File: src/rtl/ahb_apb_pkg.sv
// Shared types and address map for the AHB-to-APB bridge controller.
package ahb_apb_pkg;

  typedef enum logic [2:0] {
    ST_IDLE     = 3'd0,
    ST_READ     = 3'd1,
    ST_RENABLE  = 3'd2,
    ST_WWAIT    = 3'd3,
    ST_WRITE    = 3'd4,
    ST_WRITEP   = 3'd5,
    ST_WENABLE  = 3'd6,
    ST_WENABLEP = 3'd7
  } state_e;

  localparam logic [2:0] PSEL_NONE = 3'b000;

  localparam logic [31:0] S0_BASE  = 32'h8000_0000;
  localparam logic [31:0] S0_LIMIT = 32'h83FF_FFFF;
  localparam logic [31:0] S1_BASE  = 32'h8400_0000;
  localparam logic [31:0] S1_LIMIT = 32'h87FF_FFFF;
  localparam logic [31:0] S2_BASE  = 32'h8800_0000;
  localparam logic [31:0] S2_LIMIT = 32'h8C00_0000;

  // Limits are inclusive; the last slave deliberately owns 0x8C00_0000 itself.
  function automatic logic [2:0] decode(input logic [31:0] addr);
    logic [2:0] sel;
    sel = PSEL_NONE;
    if (addr >= S0_BASE && addr <= S0_LIMIT)      sel = 3'b001;
    else if (addr >= S1_BASE && addr <= S1_LIMIT) sel = 3'b010;
    else if (addr >= S2_BASE && addr <= S2_LIMIT) sel = 3'b100;
    return sel;
  endfunction

endpackage

File: src/rtl/apb_fsm_controller.sv
// AHB-to-APB bridge sequencer: drives APB3 SETUP/ACCESS phases and stalls AHB via hreadyout.
// Build option APB_PREADY_EN: ACCESS phases stretch until pready; otherwise pready is ignored.
module apb_fsm_controller
  import ahb_apb_pkg::*;
#(
  parameter int ADDR_W = 32,
  parameter int DATA_W = 32
) (
  input  logic              hclk,
  input  logic              hreset,
  input  logic              valid,
  input  logic              hwrite,
  input  logic              hwrite_reg,
  input  logic [ADDR_W-1:0] haddr,
  input  logic [ADDR_W-1:0] haddr1,
  input  logic [ADDR_W-1:0] haddr2,
  input  logic [DATA_W-1:0] hwdata,
  input  logic [DATA_W-1:0] hwdata1,
  input  logic [2:0]        temp_selx,
  input  logic              pready,
  output logic [2:0]        pselx,
  output logic              penable,
  output logic              pwrite,
  output logic [ADDR_W-1:0] paddr,
  output logic [DATA_W-1:0] pwdata,
  output logic              hreadyout
);

  state_e state;
  state_e next_state;
  logic   access_done;
  logic   access_ready;

`ifdef APB_PREADY_EN
  assign access_done  = pready;
  assign access_ready = 1'b0;
`else
  logic unused_pready;
  assign unused_pready = pready;
  assign access_done   = 1'b1;
  assign access_ready  = 1'b1;
`endif

  always_comb begin
    next_state = state;
    case (state)
      ST_IDLE: begin
        if (valid) next_state = hwrite ? ST_WWAIT : ST_READ;
      end
      ST_READ:   next_state = ST_RENABLE;
      ST_RENABLE, ST_WENABLE: begin
        if (access_done) begin
          if (!valid)      next_state = ST_IDLE;
          else if (hwrite) next_state = ST_WWAIT;
          else             next_state = ST_READ;
        end
      end
      ST_WWAIT:  next_state = valid ? ST_WRITEP : ST_WRITE;
      ST_WRITE:  next_state = valid ? ST_WENABLEP : ST_WENABLE;
      ST_WRITEP: next_state = ST_WENABLEP;
      ST_WENABLEP: begin
        // a read caught behind a pipelined write is launched straight from the access phase
        if (access_done) begin
          if (!hwrite_reg) next_state = ST_READ;
          else if (valid)  next_state = ST_WRITEP;
          else             next_state = ST_WRITE;
        end
      end
      default:   next_state = ST_IDLE;
    endcase
  end

  always_ff @(posedge hclk) begin
    if (hreset) begin
      state     <= ST_IDLE;
      pselx     <= PSEL_NONE;
      penable   <= 1'b0;
      pwrite    <= 1'b0;
      paddr     <= '0;
      pwdata    <= '0;
      hreadyout <= 1'b1;
    end else begin
      state <= next_state;
      case (next_state)
        ST_READ: begin
          paddr     <= haddr;
          pselx     <= temp_selx;
          pwrite    <= 1'b0;
          penable   <= 1'b0;
          hreadyout <= 1'b0;
        end
        ST_RENABLE, ST_WENABLE, ST_WENABLEP: begin
          penable   <= 1'b1;
          hreadyout <= access_ready;
        end
        ST_WWAIT: begin
          pselx     <= PSEL_NONE;
          penable   <= 1'b0;
          hreadyout <= 1'b1;
        end
        ST_WRITE, ST_WRITEP: begin
          // coming out of a pipelined access, the pending beat sits one stage further back
          if (state == ST_WENABLEP) begin
            paddr  <= haddr2;
            pwdata <= hwdata1;
            pselx  <= decode(32'(haddr2));
          end else begin
            paddr  <= haddr1;
            pwdata <= hwdata;
            pselx  <= decode(32'(haddr1));
          end
          pwrite    <= 1'b1;
          penable   <= 1'b0;
          hreadyout <= 1'b0;
        end
        default: begin
          pselx     <= PSEL_NONE;
          penable   <= 1'b0;
          hreadyout <= 1'b1;
        end
      endcase
    end
  end

endmodule

File: config.mk
export PLATFORM = sky130hd
export DESIGN_NAME = apb_fsm_controller
export DESIGN_NICKNAME = d
export VERILOG_FILES = /design/src/rtl/ahb_apb_pkg.sv /design/src/rtl/apb_fsm_controller.sv
export SDC_FILE = /design/constraint.sdc
export NUM_CORES = 1
export LEC_CHECK = 0
export ABC_AREA = 1
export CORE_ASPECT_RATIO = 1.25
export CORE_MARGIN = 1.5
export CORE_UTILIZATION = 35
export CTS_BUF_LIST = sky130_fd_sc_hd__clkbuf_16
export CTS_CLUSTER_SIZE = 12
export DETAILED_ROUTE_END_ITERATION = 8
export PLACE_DENSITY = 0.75
export SKIP_CTS_REPAIR_TIMING = 1
export SYNTH_ARGS = -nofsm -noshare
export SYNTH_HDL_FRONTEND = slang
export SYNTH_SLANG_ARGS = --single-unit
File: constraint.sdc
create_clock -name hclk -period 4.51 [get_ports hclk]
set_clock_uncertainty 0.2 [all_clocks]
set_input_delay 0.902 -clock hclk [delete_from_list [all_inputs] [get_ports hclk]]
set_output_delay 0.902 -clock hclk [all_outputs]
set_load 0.02 [all_outputs]
# ---- After elaboration in Yosys (flattened, before gate mapping)
# Index checks and enable logic that the tools add are counted.
dict set report word_totals {
  reg_bits 73
  input_bits 169
  word_cells 65
}
dict set report classes {
  order_cmp 12
  n_eq_ne 13
  n_mux 21
  reduce_logical 12
}
# cell count
set op_table {}
lappend op_table {{32-bit >= comparator (second input constant)} 6}
lappend op_table {{32-bit less-or-equal comparator (second input constant)} 6}
lappend op_table {{32-bit two-way mux} 2}
lappend op_table {{32-bit one-hot mux with 2 select lines} 1}
lappend op_table {{3-bit two-way mux} 9}
lappend op_table {{3-bit == test (second input constant)} 8}
lappend op_table {{3-bit one-hot mux with 7 select lines} 1}
lappend op_table {{3-bit by 2-bit == test with 1-bit output (second input constant)} 3}
lappend op_table {{3-bit one-hot mux with 3 select lines} 1}
lappend op_table {{3-bit by 1-bit == test with 1-bit output (second input constant)} 2}
lappend op_table {{1-bit logical AND} 6}
lappend op_table {{3-bit OR reduction} 2}
lappend op_table {{1-bit two-way mux} 4}
lappend op_table {{2-bit two-way mux} 2}
lappend op_table {{2-bit OR reduction} 2}
lappend op_table {{3-bit logical NOT} 1}
lappend op_table {{1-bit one-hot mux with 2 select lines} 1}
lappend op_table {{2-bit nonzero test} 1}

# ---- Logic depth before layout (Yosys ltp)
dict set report logic_depth {
  word_depth 7
  depth_mapped 12
  mapped_depth_nobuf 11
}

# ---- Worst setup path after synthesis
# No wires, ideal clock.
dict set report synth_timing {
  kind {input to register}
  startpoint {input port hwrite_reg}
  endpoint {register paddr[11]}
  setup_ns 0.067
  arrival_ns 1.786
  required_time_ns 4.243
  slack_ns 2.457
  stages 10
  n_path_buf 1
  cell_sequence {nor2_2 -> nor2_4 -> nor2_2 -> nand2_4 -> nand2_4 -> nand2_4 -> inv_8 -> buf_12 -> nand2_2 -> o21ai_2}
}
dict set report synth_between {
  elab_chain_cells 5
}
# element line
set synth_lines {}
lappend synth_lines {{start, declared} apb_fsm_controller.sv:13} ;# input logic hwrite_reg,
lappend synth_lines {{3-bit two-way mux *} apb_fsm_controller.sv:64} ;# if (!hwrite_reg) next_state = ST_READ;
lappend synth_lines {{3-bit one-hot mux with 7 select lines *} apb_fsm_controller.sv:46} ;# case (state)
lappend synth_lines {{3-bit == test} apb_fsm_controller.sv:84} ;# case (next_state)
lappend synth_lines {{2-bit OR reduction} apb_fsm_controller.sv:84}
lappend synth_lines {{32-bit one-hot mux with 2 select lines / 2-bit nonzero test (equally long branches)} -}
lappend synth_lines {{end signal, assigned} apb_fsm_controller.sv:86} ;# paddr <= haddr;
lappend synth_lines {{end signal, assigned} apb_fsm_controller.sv:104} ;# paddr <= haddr2;
lappend synth_lines {{end signal, assigned} apb_fsm_controller.sv:108} ;# paddr <= haddr1;
lappend synth_lines {{end, declared} apb_fsm_controller.sv:24} ;# output logic [ADDR_W-1:0] paddr,
# Every way passes the cells marked *; elsewhere a longest branch is shown, timed or not.
# A chain may end at the register's enable or synchronous reset.

# ---- Worst setup path after layout
dict set report layout_timing {
  startpoint {input port hwrite_reg}
  endpoint {register paddr[13]}
}
# Same word-level chain as after synthesis.

==> impl_metrics.toml <==
[route]
wire_per_inst_um = 13.8
first_pass_iters = 4
ant_nets = 0
drt_iter0_markers = 139
vias = 4704
drcViolationCount = 0
finalWirelength_um = 13900
routed_via_density = 4.67

[yosys]
syn_area_um2 = 4200
synthArstFlopShare_pct = 0
syn-instance-count = 625
yosysMostFrequentCell = "nand2_1"
synth.distinct_cells = 27
synth_commonest_cells = "172 x nand2_1, 73 x dfxtp_1, 73 x inv_1, 65 x a31oi_1, 64 x nor2_1"
seq_area_frac_synth_pct = 34.8
syn-num-nets = 794
synthFlopType = "dfxtp_1"
synth_top_area_share_pct = 34.8
ys_top_cells_by_area = "dfxtp_1 35%, nand2_1 15%, a31oi_1 9.7%, inv_1 6.5%, o21ai_2 6.3%"
syn_avg_cell_area_um2 = 6.72
synth_warnings = 0
synth-edff-count = 0
synth_seq_cells = 73
yosysTopAreaCell = "dfxtp_1"

[grt]
grt_pass1_wl_um = 21900
antenna_found_initial = 0
grt_start_max_net_pins = 71
grt_pass1_vias = 4388
grt_overflow = 0
grt_util_all_layers_pct = 22.1

[finish]
utilization_pct = 59.4
drive_gt1_share_pct = 11.5
area_growth_pct = 65.1
finalNetCount = 1011
n_fill_cell = 1138
antenna_cells = 0
seq_area_um2 = 1460
multi_input_area_um2 = 2210

[sta]
max_freq_mhz = 352
rsz0062_at_grt = "false"
tightest_slew_ns = 0.730
period_needed_ns = 2.84
setup_slack_ns = 1.67
slew-limit-headroom_pct = 51.3
timing.final.crit_share_pct = 63.0
drv_slew = 0
setup_viol = 0
fin_setup_tns_ns = 0
hold_violations = 0

[critical_path]
critPathSlowestCell = "nor2_4"
cp.arrival_ns = 2.89
worstSetupPathType = "in -> reg"
cp_top_family = "buffers and inverters"
path_cells = "clkdlybuf4s50_1, nor2_2, nor2_4, inv_1, nand2_4, nand2_4, inv_8, nand2_1, o21ai_0"
path_buf_inv = 3
start_kind = "input pin"
cp_common_cell = "nand2_4"
cp.required_ns = 4.56
cpPeakStageDelay_ns = 0.55
end_kind = "flip-flop"
path_max_fanout = 32

[cts]
clkSinkCount = 73
cts_tree = "built"
clockRootBuffer = "clkbuf_16"
path_clk_slew_ns = 0.06
cts_made_buffers = 9
clockBufferDepth = 2
htreeDepth = 3
insertion_delay_ns = 0.33

[outcome]
outcome = "finished clean"

[die]
dieArea_um2 = 12700
fp.dieH_um = 125
core-area_um2 = 11700
initial_core_util_pct = 36.0
die_width_um = 101
io_pins = 239
rows = 44

[placed_design]
post-place-ws_ns = 1.33
port_buffers = 237
place_congestion = 0.890
detailed_place_hpwl_um = 10400

[job]
timing.max_cap.violations = 0

[pwr]
leakage_nw = 2.80
ir_drop_mv = 0.151
power.density_nw_per_um2 = 278

[hold_path]
holdCritPathClass = "reg -> reg"
==> routing by layer <==
layer | wire length (um) | up-vias | track usage (%)
li1 | - | 2447 | -
met1 | 5700 | 2054 | 26.3
met2 | 6800 | 178 | 37.8
met3 | 1000 | 25 | 5.81
met4 | 382 | 0 | 8.25
met5 | 0 | - | 0
==> final timing paths <==
check	startpoint	end	slack, ns	cells past startpoint
hold / removal	paddr[11]	paddr[11]	0.26	2
setup reg to reg	state[1]	paddr[13]	2.22	8
hold reg to reg	paddr[11]	paddr[11]	0.26	2
setup / recovery	hwrite_reg	paddr[13]	1.67	9
==> metrics by stage <==
step / std cells / hold WS (ns) / power (mW) / area [um2]
floorplan: 625 / 0.330 / 0.942 / 4200
CTS: 1008 / 0.264 / 1.96 / 6930
global placement: 992 / 0.250 / 1.20 / 6620
finish: 1008 / 0.258 / 1.93 / 6930
detailed placement: 992 / 0.253 / 1.20 / 6620
global route: 1008 / 0.276 / 2.02 / 6930
==> cells by family (layout without fill, tap and decap cells) <==
kind of cell / after synthesis / in the layout / synth area share [%]
simple gates: 298 / 298 / 31.2
compound gates: 140 / 140 / 21.4
buf+inv: 114 / 336 / 12.6
flops: 73 / 73 / 34.8
==> cell usage in the layout, fill, tap and decap left out <==
master and n:
o21ai_2 30, inv_8 1, and2_1 3, nor2_8 1, clkinv_1 2, clkbuf_16 9
nand2_1 172, clkinv_2 2, dfxtp_1 73, inv_1 74, bufinv_16 2, nand4_1 3
a21oi_1 3, nand3_1 12, nor2_4 2, o211ai_1 1, nand2_4 4, clkdlybuf4s50_1 237
o21ai_0 40, buf_4 3, clkinv_4 1, nor2_2 4, buf_12 3, nand2_2 31
nor2_1 64, a31oi_1 65, inv_2 2, nand3_2 2, o22ai_1 1
==> registers in the layout, indices dropped and copies added, names as in the netlist <==
| register | flops |
|---|---|
| pwrite | 1 |
| pwdata | 32 |
| state | 3 |
| hreadyout | 1 |
| paddr | 32 |
| pselx | 3 |
| penable | 1 |
==> where the power goes <==
part	switching (mW)	internal [mW]	leakage, nW
registers	0.0209	0.687	0.595
logic	0.219	0.258	2.05
clock network	0.266	0.479	0.158
total	0.506	1.42	2.80
==> layout make-up <==
cell class | instances | share of cell area (%)
Timing Repair Buffer | 243 | 35.4
Multi-Input combinational cell | 438 | 31.8
Sequential cell | 73 | 21.1
Inverter | 77 | 4.28
Clock buffer | 9 | 3.25
Tap cell | 161 | 2.91
Clock inverter | 7 | 1.25
==> worst min-delay path: cells and delay by family, from the launching register on <==
kind / cells / cell delay, ns
flip-flops: 1 / 0.30
AO/OA/AOI/OAI: 1 / 0.05
buffers and inverters: 1 / 0.06
(Power assumes the default switching activity.)
